`config.mk`:
```
export PLATFORM = sky130hd
export DESIGN_NAME = vector_dmem_loader_flat
export DESIGN_NICKNAME = d
export VERILOG_FILES = /design/src/rtl/vector_dmem_loader_if.sv /design/src/rtl/vector_dmem_loader.sv /design/src/flat_wrapper.sv
export SDC_FILE = /design/constraint.sdc
export NUM_CORES = 1
export LEC_CHECK = 0
export CAP_MARGIN = 15
export CORE_MARGIN = 5
export CORE_UTILIZATION = 49
export DETAILED_ROUTE_END_ITERATION = 7
export PLACE_DENSITY = 0.79
export SETUP_SLACK_MARGIN = 0.02
export SKIP_LAST_GASP = 1
export SYNTH_ARGS = -nofsm -noshare
export SYNTH_HDL_FRONTEND = slang
export SYNTH_SLANG_ARGS = --single-unit
export TNS_END_PERCENT = 20
```
`constraint.sdc`:
```
create_clock -name clk -period 2.5 [get_ports clk]
set_clock_uncertainty 0.1 [all_clocks]
set_input_delay 0.25 -clock clk [delete_from_list [all_inputs] [get_ports clk]]
set_output_delay 0.25 -clock clk [all_outputs]
set_load 0.005 [all_outputs]
```
`src/rtl/vector_dmem_loader_if.sv`:
```
// Host byte stream plus vector data-memory write port of the loader.
//   in_valid/in_data/in_ready : byte handshake from the host
//   mem_wr_enable/wr_addr     : one-cycle write strobe and address
//   wd1..wd4                  : four 32-bit lane words of the written vector
// slave  : the loader side (consumes bytes, drives the write port)
// master : the host / memory side
interface vector_dmem_loader_if;
  logic        in_valid;
  logic [7:0]  in_data;
  logic        in_ready;
  logic        mem_wr_enable;
  logic [31:0] wr_addr;
  logic [31:0] wd1;
  logic [31:0] wd2;
  logic [31:0] wd3;
  logic [31:0] wd4;

  modport master (
    output in_valid, in_data,
    input  in_ready, mem_wr_enable, wr_addr, wd1, wd2, wd3, wd4
  );

  modport slave (
    input  in_valid, in_data,
    output in_ready, mem_wr_enable, wr_addr, wd1, wd2, wd3, wd4
  );
endinterface

```
`src/rtl/vector_dmem_loader.sv`:
```
// Vector data-memory loader: packs a host byte stream into 4 x 32-bit
// vectors (16 bytes each, lane 1 first, little-endian inside a lane) and
// writes one vector per cycle-long strobe, holding the vector CPU in reset
// until the requested number of vectors has been written.
// Ports:
//   clk       : system clock, rising edge
//   rst       : asynchronous active-low reset
//   start     : one-cycle load request, honoured only in IDLE
//   base_addr : first write address, captured with an accepted start
//   num_vec   : number of vectors to load, captured with an accepted start
//   bus       : byte handshake and write port (slave side)
//   busy      : high while filling or writing
//   done      : one-cycle pulse at the end of a load
//   cpu_hold  : high keeps the vector CPU in reset
module vector_dmem_loader #(
  parameter int unsigned ADDR_STEP = 4,
  parameter int unsigned CNT_W     = 16
) (
  input  logic                 clk,
  input  logic                 rst,
  input  logic                 start,
  input  logic [31:0]          base_addr,
  input  logic [CNT_W-1:0]     num_vec,
  vector_dmem_loader_if.slave  bus,
  output logic                 busy,
  output logic                 done,
  output logic                 cpu_hold
);

  typedef enum logic [1:0] {
    S_IDLE  = 2'd0,
    S_FILL  = 2'd1,
    S_WRITE = 2'd2,
    S_DONE  = 2'd3
  } state_t;

  state_t           state_r;
  state_t           state_next_s;
  logic [3:0]       byte_idx_r;
  logic [CNT_W-1:0] remaining_r;
  logic [31:0]      wr_addr_r;
  logic [31:0]      lane_r [4];
  logic             in_ready_r;
  logic             mem_wr_enable_r;
  logic             busy_r;
  logic             done_r;
  logic             cpu_hold_r;
  logic             accept_s;
  logic             start_load_s;

  assign accept_s     = bus.in_valid & in_ready_r;
  assign start_load_s = (state_r == S_IDLE) & start & (num_vec != {CNT_W{1'b0}});

  // State register.
  always_ff @(posedge clk or negedge rst) begin
    if (!rst) begin
      state_r <= S_IDLE;
    end else begin
      state_r <= state_next_s;
    end
  end

  // Next-state decode.
  always_comb begin
    state_next_s = state_r;
    case (state_r)
      S_IDLE: begin
        if (start) begin
          if (num_vec != {CNT_W{1'b0}}) begin
            state_next_s = S_FILL;
          end else begin
            state_next_s = S_DONE;
          end
        end else begin
          state_next_s = S_IDLE;
        end
      end
      S_FILL: begin
        if (accept_s && (byte_idx_r == 4'd15)) begin
          state_next_s = S_WRITE;
        end else begin
          state_next_s = S_FILL;
        end
      end
      S_WRITE: begin
        if (remaining_r == CNT_W'(1)) begin
          state_next_s = S_DONE;
        end else begin
          state_next_s = S_FILL;
        end
      end
      S_DONE: begin
        state_next_s = S_IDLE;
      end
      default: begin
        state_next_s = S_IDLE;
      end
    endcase
  end

  // Output flags decoded from the next state so they line up with the state register.
  always_ff @(posedge clk or negedge rst) begin
    if (!rst) begin
      in_ready_r      <= 1'b0;
      mem_wr_enable_r <= 1'b0;
      busy_r          <= 1'b0;
      done_r          <= 1'b0;
      cpu_hold_r      <= 1'b1;
    end else begin
      in_ready_r      <= (state_next_s == S_FILL);
      mem_wr_enable_r <= (state_next_s == S_WRITE);
      busy_r          <= (state_next_s == S_FILL) || (state_next_s == S_WRITE);
      done_r          <= (state_next_s == S_DONE);
      // Any accepted start (including zero length) re-asserts the hold; DONE releases it.
      if ((state_r == S_IDLE) && start) begin
        cpu_hold_r <= 1'b1;
      end else if (state_r == S_DONE) begin
        cpu_hold_r <= 1'b0;
      end else begin
        cpu_hold_r <= cpu_hold_r;
      end
    end
  end

  // Datapath: address/count capture, byte packing, and post-write bookkeeping.
  always_ff @(posedge clk or negedge rst) begin
    if (!rst) begin
      byte_idx_r  <= 4'd0;
      remaining_r <= {CNT_W{1'b0}};
      wr_addr_r   <= 32'h0000_0000;
      for (int i = 0; i < 4; i++) begin
        lane_r[i] <= 32'h0000_0000;
      end
    end else if (start_load_s) begin
      wr_addr_r   <= base_addr;
      remaining_r <= num_vec;
      byte_idx_r  <= 4'd0;
    end else if ((state_r == S_FILL) && accept_s) begin
      // byte b lands in lane b/4, byte slot b%4; the index wraps to 0 after byte 15
      lane_r[byte_idx_r[3:2]][{byte_idx_r[1:0], 3'b000} +: 8] <= bus.in_data;
      byte_idx_r <= byte_idx_r + 4'd1;
    end else if (state_r == S_WRITE) begin
      wr_addr_r   <= wr_addr_r + 32'(ADDR_STEP);
      remaining_r <= remaining_r - CNT_W'(1);
      byte_idx_r  <= 4'd0;
    end else begin
      byte_idx_r  <= byte_idx_r;
    end
  end

  assign bus.in_ready      = in_ready_r;
  assign bus.mem_wr_enable = mem_wr_enable_r;
  assign bus.wr_addr       = wr_addr_r;
  assign bus.wd1           = lane_r[0];
  assign bus.wd2           = lane_r[1];
  assign bus.wd3           = lane_r[2];
  assign bus.wd4           = lane_r[3];
  assign busy              = busy_r;
  assign done              = done_r;
  assign cpu_hold          = cpu_hold_r;

endmodule

```
`src/flat_wrapper.sv`:
```
// flat-port wrapper written by rule: the top's interface ports become plain ports
module vector_dmem_loader_flat 
#(
  parameter int unsigned ADDR_STEP = 4,
  parameter int unsigned CNT_W     = 16
)
  (clk, rst, start, base_addr, num_vec, busy, done, cpu_hold, bus_in_valid, bus_in_data, bus_in_ready, bus_mem_wr_enable, bus_wr_addr, bus_wd1, bus_wd2, bus_wd3, bus_wd4);
  vector_dmem_loader_if bus_i ();
  input  logic clk;
  input  logic rst;
  input  logic start;
  input  logic [31:0] base_addr;
  input  logic [CNT_W-1:0] num_vec;
  output logic busy;
  output logic done;
  output logic cpu_hold;
  input wire logic [$bits(bus_i.in_valid)-1:0] bus_in_valid;
  input wire logic [$bits(bus_i.in_data)-1:0] bus_in_data;
  output wire logic [$bits(bus_i.in_ready)-1:0] bus_in_ready;
  output wire logic [$bits(bus_i.mem_wr_enable)-1:0] bus_mem_wr_enable;
  output wire logic [$bits(bus_i.wr_addr)-1:0] bus_wr_addr;
  output wire logic [$bits(bus_i.wd1)-1:0] bus_wd1;
  output wire logic [$bits(bus_i.wd2)-1:0] bus_wd2;
  output wire logic [$bits(bus_i.wd3)-1:0] bus_wd3;
  output wire logic [$bits(bus_i.wd4)-1:0] bus_wd4;
  assign bus_i.in_valid = bus_in_valid;
  assign bus_i.in_data = bus_in_data;
  assign bus_in_ready = bus_i.in_ready;
  assign bus_mem_wr_enable = bus_i.mem_wr_enable;
  assign bus_wr_addr = bus_i.wr_addr;
  assign bus_wd1 = bus_i.wd1;
  assign bus_wd2 = bus_i.wd2;
  assign bus_wd3 = bus_i.wd3;
  assign bus_wd4 = bus_i.wd4;
  vector_dmem_loader #(.ADDR_STEP(ADDR_STEP), .CNT_W(CNT_W)) u_core (.clk(clk), .rst(rst), .start(start), .base_addr(base_addr), .num_vec(num_vec), .bus(bus_i), .busy(busy), .done(done), .cpu_hold(cpu_hold));
endmodule
```
=== Word-level counts from Yosys, hierarchy flattened ===
Index checks and enable logic that the tools add are counted.

* Reductions and logical operators: 12
* Add/subtract/negate cells: 4
* Shifts and indexed selects: 2
* Bitwise operators: 5
* Equality and inequality tests: 9
* $lt $le $gt $ge: 2
* Muxes and demuxes: 19

{| class="wikitable"
|+ Operator list
! cell !! number
|-
| 128-bit bitwise mux || 1
|-
| 32-bit two-way mux || 4
|-
| 32-bit demux with 2-bit select || 1
|-
| 16-bit two-way mux || 3
|-
| 32-bit by 3-bit adder with 32-bit output, second input constant || 1
|-
| 8-bit by 7-bit variable shift with 32-bit output, first input constant || 1
|-
| 8-bit by 7-bit indexed part select with 32-bit output || 1
|-
| 16-bit by 1-bit == test with 1-bit output, second input constant || 1
|-
| 16-bit nonzero test || 1
|-
| 16-bit by 1-bit subtractor with 16-bit output, second input constant || 1
|-
| 4-bit two-way mux || 3
|-
| 2-bit == test, second input constant || 4
|-
| 2-bit two-way mux || 4
|-
| 2-bit case mux with 4 select lines || 1
|-
| 5-bit negation with 7-bit output || 1
|-
| 4-bit by 1-bit adder with 4-bit output, second input constant || 1
|-
| 2-bit by 1-bit == test with 1-bit output, second input constant || 2
|-
| 4-bit == test, second input constant || 1
|-
| 1-bit logical AND || 4
|-
| 2-bit AND reduction || 2
|-
| 2-bit nonzero test || 2
|-
| 1-bit AND || 3
|-
| 3-bit >= comparator, second input constant || 1
|-
| 3-bit by 1-bit < comparator with 1-bit output, second input constant || 1
|-
| other kinds (7) || 8
|}

* Output and inout bits: 165
* Input bits: 60
* Word-level logic and storage cells: 66
* Bits in registers: 187

=== Logic depth before layout (Yosys ltp) ===
Gate-level depths: netlist of the first run.

* Depth after elaboration: 6
* Gate-level depth with buffers: 9
* Gate-level depth less buffers: 7

=== Worst setup path after synthesis of the first run ===
No wires, ideal clock.

* Path kind: reg-to-reg
* Start: reg u_core.wr_addr_r[2], in the netlist u_core.bus.wr_addr[2]
* End: reg u_core.wr_addr_r[24], in the netlist u_core.bus.wr_addr[24]
* Clock period less this slack: 1.832 ns
* Stages on the path, launching flop included: 7
* Data arrival time: 1.598 ns
* Setup time: 0.134 ns
* Setup slack: 0.668 ns
* Data required time: 2.266 ns
* Path buffers: 0
* Cells stage by stage: dfrtp_1 ha_1 nand3_2 nor4_1 a21oi_1 o21ai_0 o211ai_1

* Longest elaborated chain between the ends: 4

{| class="wikitable"
|+ RTL lines
! what !! line !! source
|-
| from (decl) || vector_dmem_loader.sv:41 || <nowiki>logic [31:0] wr_addr_r;</nowiki>
|-
| from (signal assigned) || vector_dmem_loader.sv:135 || <nowiki>wr_addr_r <= base_addr;</nowiki>
|-
| from (signal assigned) || vector_dmem_loader.sv:143 || <nowiki>wr_addr_r <= wr_addr_r + 32'(ADDR_STEP);</nowiki>
|-
| 32-bit by 3-bit adder with 32-bit output || vector_dmem_loader.sv:143 ||
|-
| 32-bit two-way mux || vector_dmem_loader.sv:142 || <nowiki>end else if (state_r == S_WRITE) begin</nowiki>
|-
| 32-bit two-way mux || vector_dmem_loader.sv:138 || <nowiki>end else if ((state_r == S_FILL) && accept_s) begin</nowiki>
|-
| 32-bit two-way mux || vector_dmem_loader.sv:134 || <nowiki>end else if (start_load_s) begin</nowiki>
|}

No other way between the ends. The select of a mux whose other input is x is not followed.
A chain may end at the register's enable or synchronous reset.

=== Worst setup path in the final report of the first run ===
* Start: reg u_core.byte_idx_r[1]
* End: reg u_core.lane_r, in the netlist u_core.bus.wd1[10]

* Longest elaborated chain between the ends: 5
* Elaborated cells between the ends (all ways): 6
* Those cells by class: 1 x add/sub; 2 x shift; 3 x mux

{| class="wikitable"
|+ RTL lines
! what !! line !! source
|-
| from (decl) || vector_dmem_loader.sv:39 || <nowiki>logic [3:0] byte_idx_r;</nowiki>
|-
| from (signal assigned) || vector_dmem_loader.sv:141 || <nowiki>byte_idx_r <= byte_idx_r + 4'd1;</nowiki>
|-
| from (signal assigned) || vector_dmem_loader.sv:147 || <nowiki>byte_idx_r <= byte_idx_r;</nowiki>
|-
| 5-bit negation with 7-bit output * || vector_dmem_loader.sv:140 || <nowiki>lane_r[byte_idx_r[3:2]][{byte_idx_r[1:0], 3'b000} +: 8] <= bus.in_data;</nowiki>
|-
| 8-bit by 7-bit variable shift with 32-bit output || vector_dmem_loader.sv:140 ||
|-
| 32-bit two-way mux (not written as such) || vector_dmem_loader.sv:140 ||
|-
| 32-bit demux with 2-bit select || vector_dmem_loader.sv:140 ||
|-
| 128-bit bitwise mux * || vector_dmem_loader.sv:140 ||
|-
| to (signal, indexed assignment) || vector_dmem_loader.sv:140 ||
|-
| to (decl) || vector_dmem_loader.sv:42 || <nowiki>logic [31:0] lane_r [4];</nowiki>
|}

Mark *: on every way between the ends. The rest lies on a longest branch, timed or not.

==> flow_summary.json, run 1 <==
{
  "status": "complete, no violations",
  "ant_nets": 0,
  "drv_slew": 0,
  "synth_edf_count": 0,
  "fp.dieW_um": 142,
  "place_area_mm2": 0.0111,
  "hold_viol_final": 0,
  "drtPass1Iterations": 4,
  "fin_cells": 1172,
  "finalCritPeriodShare_pct": 93.0,
  "slowest_stage": "nor3b_1",
  "crit_chain": "inv_1 > ha_1 > nor3b_1 > and2_1 > mux2_2",
  "p_comb_share_pct": 37.2,
  "peakVddDrop_mv": 0.665,
  "grt_pass1_wl_um": 35800,
  "start_util_pct": 49.7,
  "wire_per_inst_um": 18.8,
  "area_growth_pct": 37.0,
  "ys_ff_latch": 187,
  "grtUsageTotal_pct": 22.3,
  "clock_path_buffers": 2,
  "swShare_pct": 32.7,
  "tightest_slew_ns": 0.957,
  "hold-worst-slack_ns": 0.259,
  "placedCellCount": 1139,
  "cts_resized": 0,
  "power_density_mw_per_mm2": 1060,
  "grt_overflow": 0,
  "critPathLaunchType": "flip-flop",
  "final_common_cell": "clkdlybuf4s50_1",
  "fp.coreArea_mm2": 0.0172,
  "required_ns": 2.76,
  "crit_arrival_ns": 2.59,
  "yosys.area.top_type": "dfrtp_1",
  "pwr-share-clk_pct": 21.5,
  "hp-class": "in -> async",
  "relSlewSlack_pct": 36.0,
  "ys_async_sr_fraction_pct": 100,
  "max_freq_mhz": 430,
  "cts_root_buf": "clkbuf_16",
  "avgSynthCellArea_um2": 12.4,
  "synth.top_cell.area_share_pct": 54.3,
  "place_hpwl_um": 16600,
  "drt_iter0_markers": 316,
  "power.internal_mw": 8.40,
  "rsz0062_at_grt": "false",
  "p_sw_mw": 4.08,
  "drive_gt1_share_pct": 20.9,
  "diodes": 0,
  "sequentialPowerShare_pct": 41.3,
  "syn_nets": 764,
  "grt_max_degree": 81,
  "drc": 0,
  "viasPerCell": 5.45,
  "die-area_mm2": 0.0202,
  "leakage_nw": 5.22,
  "ios": 225,
  "setup_viol": 0,
  "grt_antenna_before_repair": 0,
  "post-route-min-period_ns": 2.33,
  "grt_pass1_vias": 6544,
  "syn-cell-area_mm2": 0.00857,
  "cts_tree": "done",
  "fillers": 1278,
  "yosysWarningCount": 0,
  "mostFrequentLayoutCells": "clkdlybuf4s50_1, dfrtp_1, mux2_2",
  "finalWeightedCongestion": 0.870,
  "clock_sinks": 187,
  "nets": 1005,
  "vias": 6384,
  "numCtsBuffers": 17,
  "critPathMaxStageDelay_ns": 0.76,
  "fp.dieH_um": 142,
  "synth_ff_type": "dfrtp_1",
  "portBuffers": 224,
  "rrSetupSlack_ns": 0.17,
  "r2r_cells": 5,
  "cap_violations": 0,
  "yosysSeqAreaShare_pct": 54.6,
  "critical_path_class": "reg -> reg",
  "yosys-top-cells-area": "dfrtp_1, mux2_2, mux2_1, and2_1, nand2_1",
  "synth_cell_types": 65,
  "path_clk_slew_ns": 0.07,
  "design_area_mm2": 0.0117,
  "wl_um": 22000,
  "path_max_fanout": 8,
  "h-tree-depth": 4,
  "setup.worst_path.end_class": "flip-flop",
  "r2r_start": "u_core.byte_idx_r[1]",
  "rows": 48,
  "syn_inst": 693,
  "clkLatencyLatePin_ns": 0.42,
  "finalSetupTns_ns": 0,
  "r2r_end": "u_core.bus.wd1[10]"
}
synthesized netlist by cell type, types with 4 or more instances:
cell type and count:
nor2_1 26, ha_1 11, xnor2_1 9, dfrtp_1 186, o21ai_1 22, clkbuf_1 4, buf_4 5, a21oi_1 11
and2_1 37, nand2_1 55, a22oi_1 4, nor4_2 7, mux2_2 104, nand4_1 9, a31oi_1 5, buf_2 10
nand2_2 13, xor2_1 6, nand3_4 6, or3_1 6, nor4_1 4, inv_1 12, nand3_1 26, nor3_1 11
o21ai_0 7, and3_1 6, nor3b_1 4, mux2_1 24, o211ai_1 11
cells by family after synthesis:
family          synth area share, %
compound gates                 6.34
simple gates                   16.9
buf+inv                        2.16
fa+ha+maj                      1.61
mux                            16.8
flops                          54.6
xor+xnor                       1.53
state kept, by name, summed over array words and instances (netlist names):
register	count
u_core.bus.wd1	32
u_core.bus.wd2	32
u_core.bus.wd3	32
u_core.bus.wd4	32
u_core.bus.wr_addr	32
u_core.remaining_r	16
u_core.byte_idx_r	4
u_core.state_r	2
u_core.bus.in_ready	1
u_core.bus.mem_wr_enable	1
u_core.busy	1
u_core.cpu_hold	1
u_core.done	1
power by group through the flow:
stage / clock [mW] / combinational, mW / sequential, mW
finish: 2.69 / 4.64 / 5.15
CTS: 2.77 / 4.72 / 5.14
detailed placement: 0 / 4.70 / 5.19
floorplan: 0 / 2.05 / 5.02
global placement: 0 / 4.58 / 5.14
global route: 2.87 / 5.07 / 5.33
critical path: cells and delay by family (launching register included):
kind / cells / cell delay [ns]
DFF: 1 / 0.40
adders and majority gates: 1 / 0.36
and+or+nand+nor: 2 / 1.11
buffers and inverters: 1 / 0.11
muxes: 1 / 0.19
layout make-up:
cell class / count / area, µm² / area share, %
Multi-Input combinational cell: 472 / 3710 / 31.6
Timing Repair Buffer: 244 / 2420 / 20.6
Inverter: 12 / 45.0 / 0.384
Sequential cell: 187 / 4680 / 39.9
Clock buffer: 18 / 439 / 3.74
Tap cell: 225 / 282 / 2.40
Clock inverter: 14 / 155 / 1.32
per-stage QoR:
stage / power (mW) / utilization (%) / setup WS [ns]
3_3_place_gp: 9.72 / 64.6 / -0.0265
5_1_grt: 13.3 / 68.1 / 0.0275
6_report: 12.5 / 68.1 / 0.175
2_1_floorplan: 7.07 / - / 0.668
3_5_place_dp: 9.89 / 64.6 / -0.0812
4_1_cts: 12.6 / 68.1 / 0.169
worst max path at each step:
| stage | endpoint | cells past startpoint | slack (ns) | startpoint |
|---|---|---|---|---|
| floorplan | u_core.bus.wr_addr[24] | 6 | 0.67 | u_core.bus.wr_addr[2] |
| CTS | u_core.bus.wd1[10] | 5 | 0.17 | u_core.byte_idx_r[1] |
| finish | u_core.bus.wd1[10] | 5 | 0.17 | u_core.byte_idx_r[1] |
| global route | u_core.bus.wd1[10] | 5 | 0.03 | u_core.byte_idx_r[1] |
| global placement | u_core.bus.wr_addr[24] | 7 | -0.03 | num_vec[6] |
| detailed placement | u_core.bus.wr_addr[24] | 7 | -0.08 | num_vec[6] |
routing by layer:
metal  wire length (µm)  up-vias  global-route usage, %
li1                   -     2999                      -
met1               9450     3150                   30.1
met2              10600      213                   36.0
met3               1590       22                   5.28
met4                399        0                   6.72
met5                  0        -                      0
timing repair:
action / in CTS / in global routing
endpoints found under the hold margin: 54 / 0
endpoints found under the setup margin: 0 / 0
hold buffers: 1 / 0
buffers inserted: 0 / 0
No activity file was read; power rests on OpenSTA's default activity.
==> run 2, diff against run 1 <==
--- a/config.mk
+++ b/config.mk
@@ -9,7 +9,7 @@
 export CORE_MARGIN = 5
 export CORE_UTILIZATION = 49
 export DETAILED_ROUTE_END_ITERATION = 7
-export PLACE_DENSITY = 0.79
+export PLACE_DENSITY = 0.8
 export SETUP_SLACK_MARGIN = 0.02
 export SKIP_LAST_GASP = 1
 export SYNTH_ARGS = -nofsm -noshare
==> run 2 against run 1 <==
Total power shrank 0.61%. Die area is the same. Clock-buffer cell count increased by 1. Combinational power increased by 1%. First-iteration DRC count shrank 18%.
==> flow_summary.json, run 2 (synthesized netlist as in run 1, its figures left out) <==
{
  "grt_pass1_wl_um": 36400,
  "leakage_nw": 5.19,
  "wl_um": 22600,
  "sequentialPowerShare_pct": 41.6,
  "cap_violations": 0,
  "numCtsBuffers": 17,
  "p_comb_share_pct": 37.8,
  "hp-class": "in -> reg",
  "drv_slew": 0,
  "area_growth_pct": 36.4,
  "setup_viol": 0,
  "dpl_worst_slack_ns": 0.218,
  "nets": 1002,
  "peakVddDrop_mv": 0.566,
  "die-area_mm2": 0.0202,
  "grt_antenna_before_repair": 0,
  "finalWeightedCongestion": 0.807,
  "endpoint": "u_core.bus.wd3[14]",
  "drt_iter0_markers": 258,
  "clock_path_buffers": 2,
  "finalSetupTns_ns": 0,
  "power_density_mw_per_mm2": 1060,
  "rows": 48,
  "r2r_cells": 5,
  "drc": 0,
  "viasPerCell": 5.50,
  "required_ns": 2.76,
  "clock_sinks": 187,
  "p_sw_mw": 4.06,
  "status": "complete, no violations",
  "final_common_cell": "clkdlybuf4s50_1",
  "max_freq_mhz": 445,
  "fp.dieW_um": 142,
  "setup.worst_path.end_class": "flip-flop",
  "cts_setup_buffers": 0,
  "vias": 6425,
  "grt_pass1_vias": 6616,
  "fp.coreArea_mm2": 0.0172,
  "portBuffers": 224,
  "drtPass1Iterations": 5,
  "post-route-min-period_ns": 2.25,
  "cts_root_buf": "clkbuf_16",
  "place_hpwl_um": 17100,
  "ant_nets": 0,
  "fp.dieH_um": 142,
  "path_clk_slew_ns": 0.07,
  "crit_path_start": "u_core.byte_idx_r[1]",
  "crit_arrival_ns": 2.51,
  "diodes": 0,
  "grtUsageTotal_pct": 22.7,
  "drive_gt1_share_pct": 20.4,
  "r2r_end": "u_core.bus.wd3[14]",
  "hold_viol_final": 0,
  "path_max_fanout": 8,
  "swShare_pct": 32.7,
  "hp-start": "base_addr[17]",
  "mostFrequentLayoutCells": "clkdlybuf4s50_1, dfrtp_1, mux2_2",
  "critical_path_class": "reg -> reg",
  "wire_per_inst_um": 19.3,
  "power.internal_mw": 8.34,
  "grt_overflow": 0,
  "clkLatencyLatePin_ns": 0.42,
  "rsz0062_at_grt": "false",
  "grt_max_degree": 80,
  "pwr-share-clk_pct": 20.6,
  "postLayoutSetupSlackWorst_ns": 0.255,
  "tightest_slew_ns": 0.819,
  "critPathLaunchType": "flip-flop",
  "h-tree-depth": 4,
  "r2r_start": "u_core.byte_idx_r[1]",
  "finalCritPeriodShare_pct": 89.8,
  "ios": 225,
  "rrSetupSlack_ns": 0.25,
  "cts_tree": "done",
  "start_util_pct": 49.7,
  "relSlewSlack_pct": 45.3
}
## run 2: how the worst min path moves through the flow
stage	to	slack, ns	cells past startpoint
after CTS	u_core.bus.wr_addr[17]	0.25	3
after global routing	u_core.bus.wr_addr[17]	0.26	3
after floorplan	u_core.bus.in_ready	-0.15	0
final	u_core.bus.wr_addr[17]	0.26	3
after global placement	u_core.bus.wd1[14]	0.23	1
after detailed placement	u_core.bus.wd2[13]	0.23	1
## run 2: routing by layer
metal	track usage [%]	wire, µm
met5	0	0
met4	5.10	223
met3	5.07	1680
met2	37.9	11000
met1	30.6	9640
## run 2: worst max-delay path, stage by stage (launching register included)
cell and delay [ns]:
dfrtp_1 0.40, inv_1 0.11, ha_1 0.37, nor3b_1 0.70, and2_1 0.33, mux2_2 0.19
## run 2: area by class of cell
type                            count  area (µm²)
Fill cell                        1330        5540
Sequential cell                   187        4680
Multi-Input combinational cell    472        3710
Timing Repair Buffer              241        2430
Clock buffer                       19         433
Tap cell                          225         282
Clock inverter                     12         111
Inverter                           12        45.0
## run 2: power by group through the flow
stage,combinational [mW],clock [mW],sequential (mW)
final,4.69,2.55,5.16
after global routing,5.08,2.73,5.33
after CTS,4.76,2.61,5.15
after detailed placement,4.73,0,5.20
after global placement,4.61,0,5.14
after floorplan,2.05,0,5.02
## run 2: per-stage QoR
step | utilization, % | hold WS [ns] | std cells | power, mW | cell area [µm²]
finish | 67.8 | 0.262 | 1168 | 12.4 | 11700
global route | 67.8 | 0.261 | 1168 | 13.1 | 11700
CTS | 67.8 | 0.249 | 1168 | 12.5 | 11700
detailed placement | 64.6 | 0.235 | 1136 | 9.93 | 11100
global placement | 64.6 | 0.232 | 1136 | 9.75 | 11100
floorplan | - | -0.146 | 693 | 7.07 | 8570
## run 2: timing repair
action,4_1_cts,5_1_grt
hold buffers,1,0
setup endpoints to repair,0,0
endpoints found under the hold margin,76,0
resized for setup,0,0
==> run 3, diff against run 2 <==
--- a/config.mk
+++ b/config.mk
@@ -7,9 +7,10 @@
 export LEC_CHECK = 0
 export CAP_MARGIN = 15
 export CORE_MARGIN = 5
-export CORE_UTILIZATION = 49
+export CORE_UTILIZATION = 44
+export CTS_CLUSTER_DIAMETER = 100
 export DETAILED_ROUTE_END_ITERATION = 7
-export PLACE_DENSITY = 0.8
+export PLACE_DENSITY = 0.76
 export SETUP_SLACK_MARGIN = 0.02
 export SKIP_LAST_GASP = 1
 export SYNTH_ARGS = -nofsm -noshare
==> constraint.sdc (replaced) <==
create_clock -name clk -period 1.89 [get_ports clk]
set_clock_uncertainty 0.1 [all_clocks]
set_input_delay 0.189 -clock clk [delete_from_list [all_inputs] [get_ports clk]]
set_output_delay 0.189 -clock clk [all_outputs]
set_load 0.005 [all_outputs]
==> run 3 against run 2 <==
Die area grew 11%. Combinational power grew 49%. The run now ends with negative setup slack left. Cell area grew 6.6%. Largest cell class unchanged. Critical path type unchanged. Largest power group is now combinational cells.
==> flow_summary.json, run 3 (synthesized netlist as in run 1, its figures left out) <==
{
  "status": "finished, violations left",
  "swShare_pct": 32.8,
  "portBuffers": 224,
  "hp-class": "in -> reg",
  "grt_pass1_vias": 7031,
  "setup_viol": 1,
  "fp.dieW_um": 150,
  "mostFrequentLayoutCells": "clkdlybuf4s50_1, dfrtp_1, mux2_2",
  "power.internal_mw": 11.6,
  "vias": 6771,
  "pwr-share-clk_pct": 20.9,
  "utilization_pct": 64.5,
  "path_max_fanout": 14,
  "diodes": 0,
  "drt_iter0_markers": 311,
  "rsz0062_at_grt": "true",
  "drc": 0,
  "critPathLaunchType": "flip-flop",
  "grt_max_degree": 65,
  "grt_antenna_before_repair": 0,
  "finalWeightedCongestion": 0.861,
  "relSlewSlack_pct": 64.1,
  "place_hpwl_um": 17700,
  "start_util_pct": 44.3,
  "nets": 1074,
  "h-tree-depth": 4,
  "p_sw_mw": 5.66,
  "grt_pass1_wl_um": 37400,
  "grtUsageTotal_pct": 21.2,
  "crit_arrival_ns": 2.13,
  "crit_family": "simple AND/OR/NAND/NOR gates",
  "placedCellCount": 1248,
  "hold_viol_final": 0,
  "postLayoutSetupSlackWorst_ns": -0.0336,
  "fillers": 1530,
  "ios": 225,
  "p_comb_share_pct": 40.4,
  "dpl_worst_slack_ns": -0.280,
  "cap_violations": 0,
  "grt_overflow": 0,
  "fp.dieH_um": 150,
  "power_density_mw_per_mm2": 1380,
  "critical_path_class": "reg -> reg",
  "clock_path_buffers": 2,
  "crit_chain": "or3b_4 > a41o_4 > buf_12 > and3_1 > a21oi_1 > o21ai_0",
  "wl_um": 23400,
  "critPathMaxStageDelay_ns": 0.45,
  "finalSetupTns_ns": -0.0336,
  "violations": "negative setup slack",
  "cts_root_buf": "clkbuf_16",
  "p_total_mw": 17.3,
  "wire_per_inst_um": 18.3,
  "fp.coreArea_mm2": 0.0193,
  "drtPass1Iterations": 5,
  "viasPerCell": 5.29,
  "worst-path-buf-inv": 1,
  "leakage_nw": 5.64,
  "path_clk_slew_ns": 0.08,
  "multiInputGateArea_mm2": 0.00382,
  "finalCritPeriodShare_pct": 102,
  "ant_nets": 0,
  "drive_gt1_share_pct": 28.7,
  "final_common_cell": "clkdlybuf4s50_1",
  "sequentialPowerShare_pct": 38.6,
  "required_ns": 2.10,
  "area_growth_pct": 45.5,
  "clkLatencyLatePin_ns": 0.43,
  "cts_tree": "done",
  "die-area_mm2": 0.0224,
  "clock_sinks": 187,
  "post-route-min-period_ns": 1.92,
  "cts_setup_buffers": 0,
  "peakVddDrop_mv": 0.728,
  "fin_cells": 1281,
  "setup.worst_path.end_class": "flip-flop",
  "tightest_slew_ns": 0.539,
  "slowest_stage": "dfrtp_2",
  "seqCellArea_mm2": 0.00468,
  "rows": 51,
  "max_freq_mhz": 520,
  "numCtsBuffers": 17,
  "drv_slew": 0
}
-- run 3: worst paths after layout --
kind | from | slack, ns | depth (start not counted) | endpoint
max in group asynchronous | rst | 0.83 | 3 | u_core.bus.wd4[25]
min in group asynchronous | rst | 0.21 | 2 | u_core.bus.wd2[16]
min reg2reg | u_core.bus.wr_addr[0] | 0.39 | 2 | u_core.bus.wr_addr[0]
max | u_core.state_r[0] | -0.03 | 6 | u_core.bus.wr_addr[27]
min | base_addr[0] | 0.19 | 3 | u_core.bus.wr_addr[0]
max reg2reg | u_core.state_r[0] | -0.03 | 6 | u_core.bus.wr_addr[27]
-- run 3: power groups by stage --
stage	clock network (mW)	registers (mW)	logic (mW)
4_1_cts	3.68	6.65	6.96
2_1_floorplan	0	6.64	2.71
5_1_grt	3.84	6.88	7.58
3_3_place_gp	0	6.65	6.75
3_5_place_dp	0	6.71	6.90
6_report	3.61	6.67	6.98
-- run 3: metrics by stage --
step	hold WS (ns)	area (µm²)
final	0.188	12500
after global routing	0.189	12500
after CTS	0.176	12400
after detailed placement	0.118	11800
after global placement	0.120	11800
after floorplan	-0.207	8570
-- run 3: routing by layer --
| layer | up-vias | routed length (µm) | track usage, % |
|---|---|---|---|
| met1 | 3364 | 10100 | 28.4 |
| met5 | - | 0 | 0 |
| met4 | 0 | 239 | 5.08 |
| met2 | 260 | 11400 | 35.6 |
| met3 | 23 | 1700 | 4.48 |
| li1 | 3124 | - | - |
-- run 3: tightest hold or removal path, cell delays in order --
cell,delay (ns)
clkdlybuf4s50_1,0.40
nand2_1,0.06
nand2_1,0.04
-- run 3: what timing repair did --
| item | 4_1_cts | 5_1_grt |
|---|---|---|
| resized for setup | 8 | 24 |
| endpoints found under the hold margin | 54 | 0 |
| hold buffers | 1 | 0 |
| endpoints found under the setup margin | 134 | 159 |
-- run 3: layout make-up --
type                       count  area share (%)
sequential                   187            37.5
clock buffer                  17            3.41
timing repair buffer         313            24.0
clock inverter                15            1.41
multi-input combinational    472            30.6
tap                          265            2.66
inverter                      12           0.361
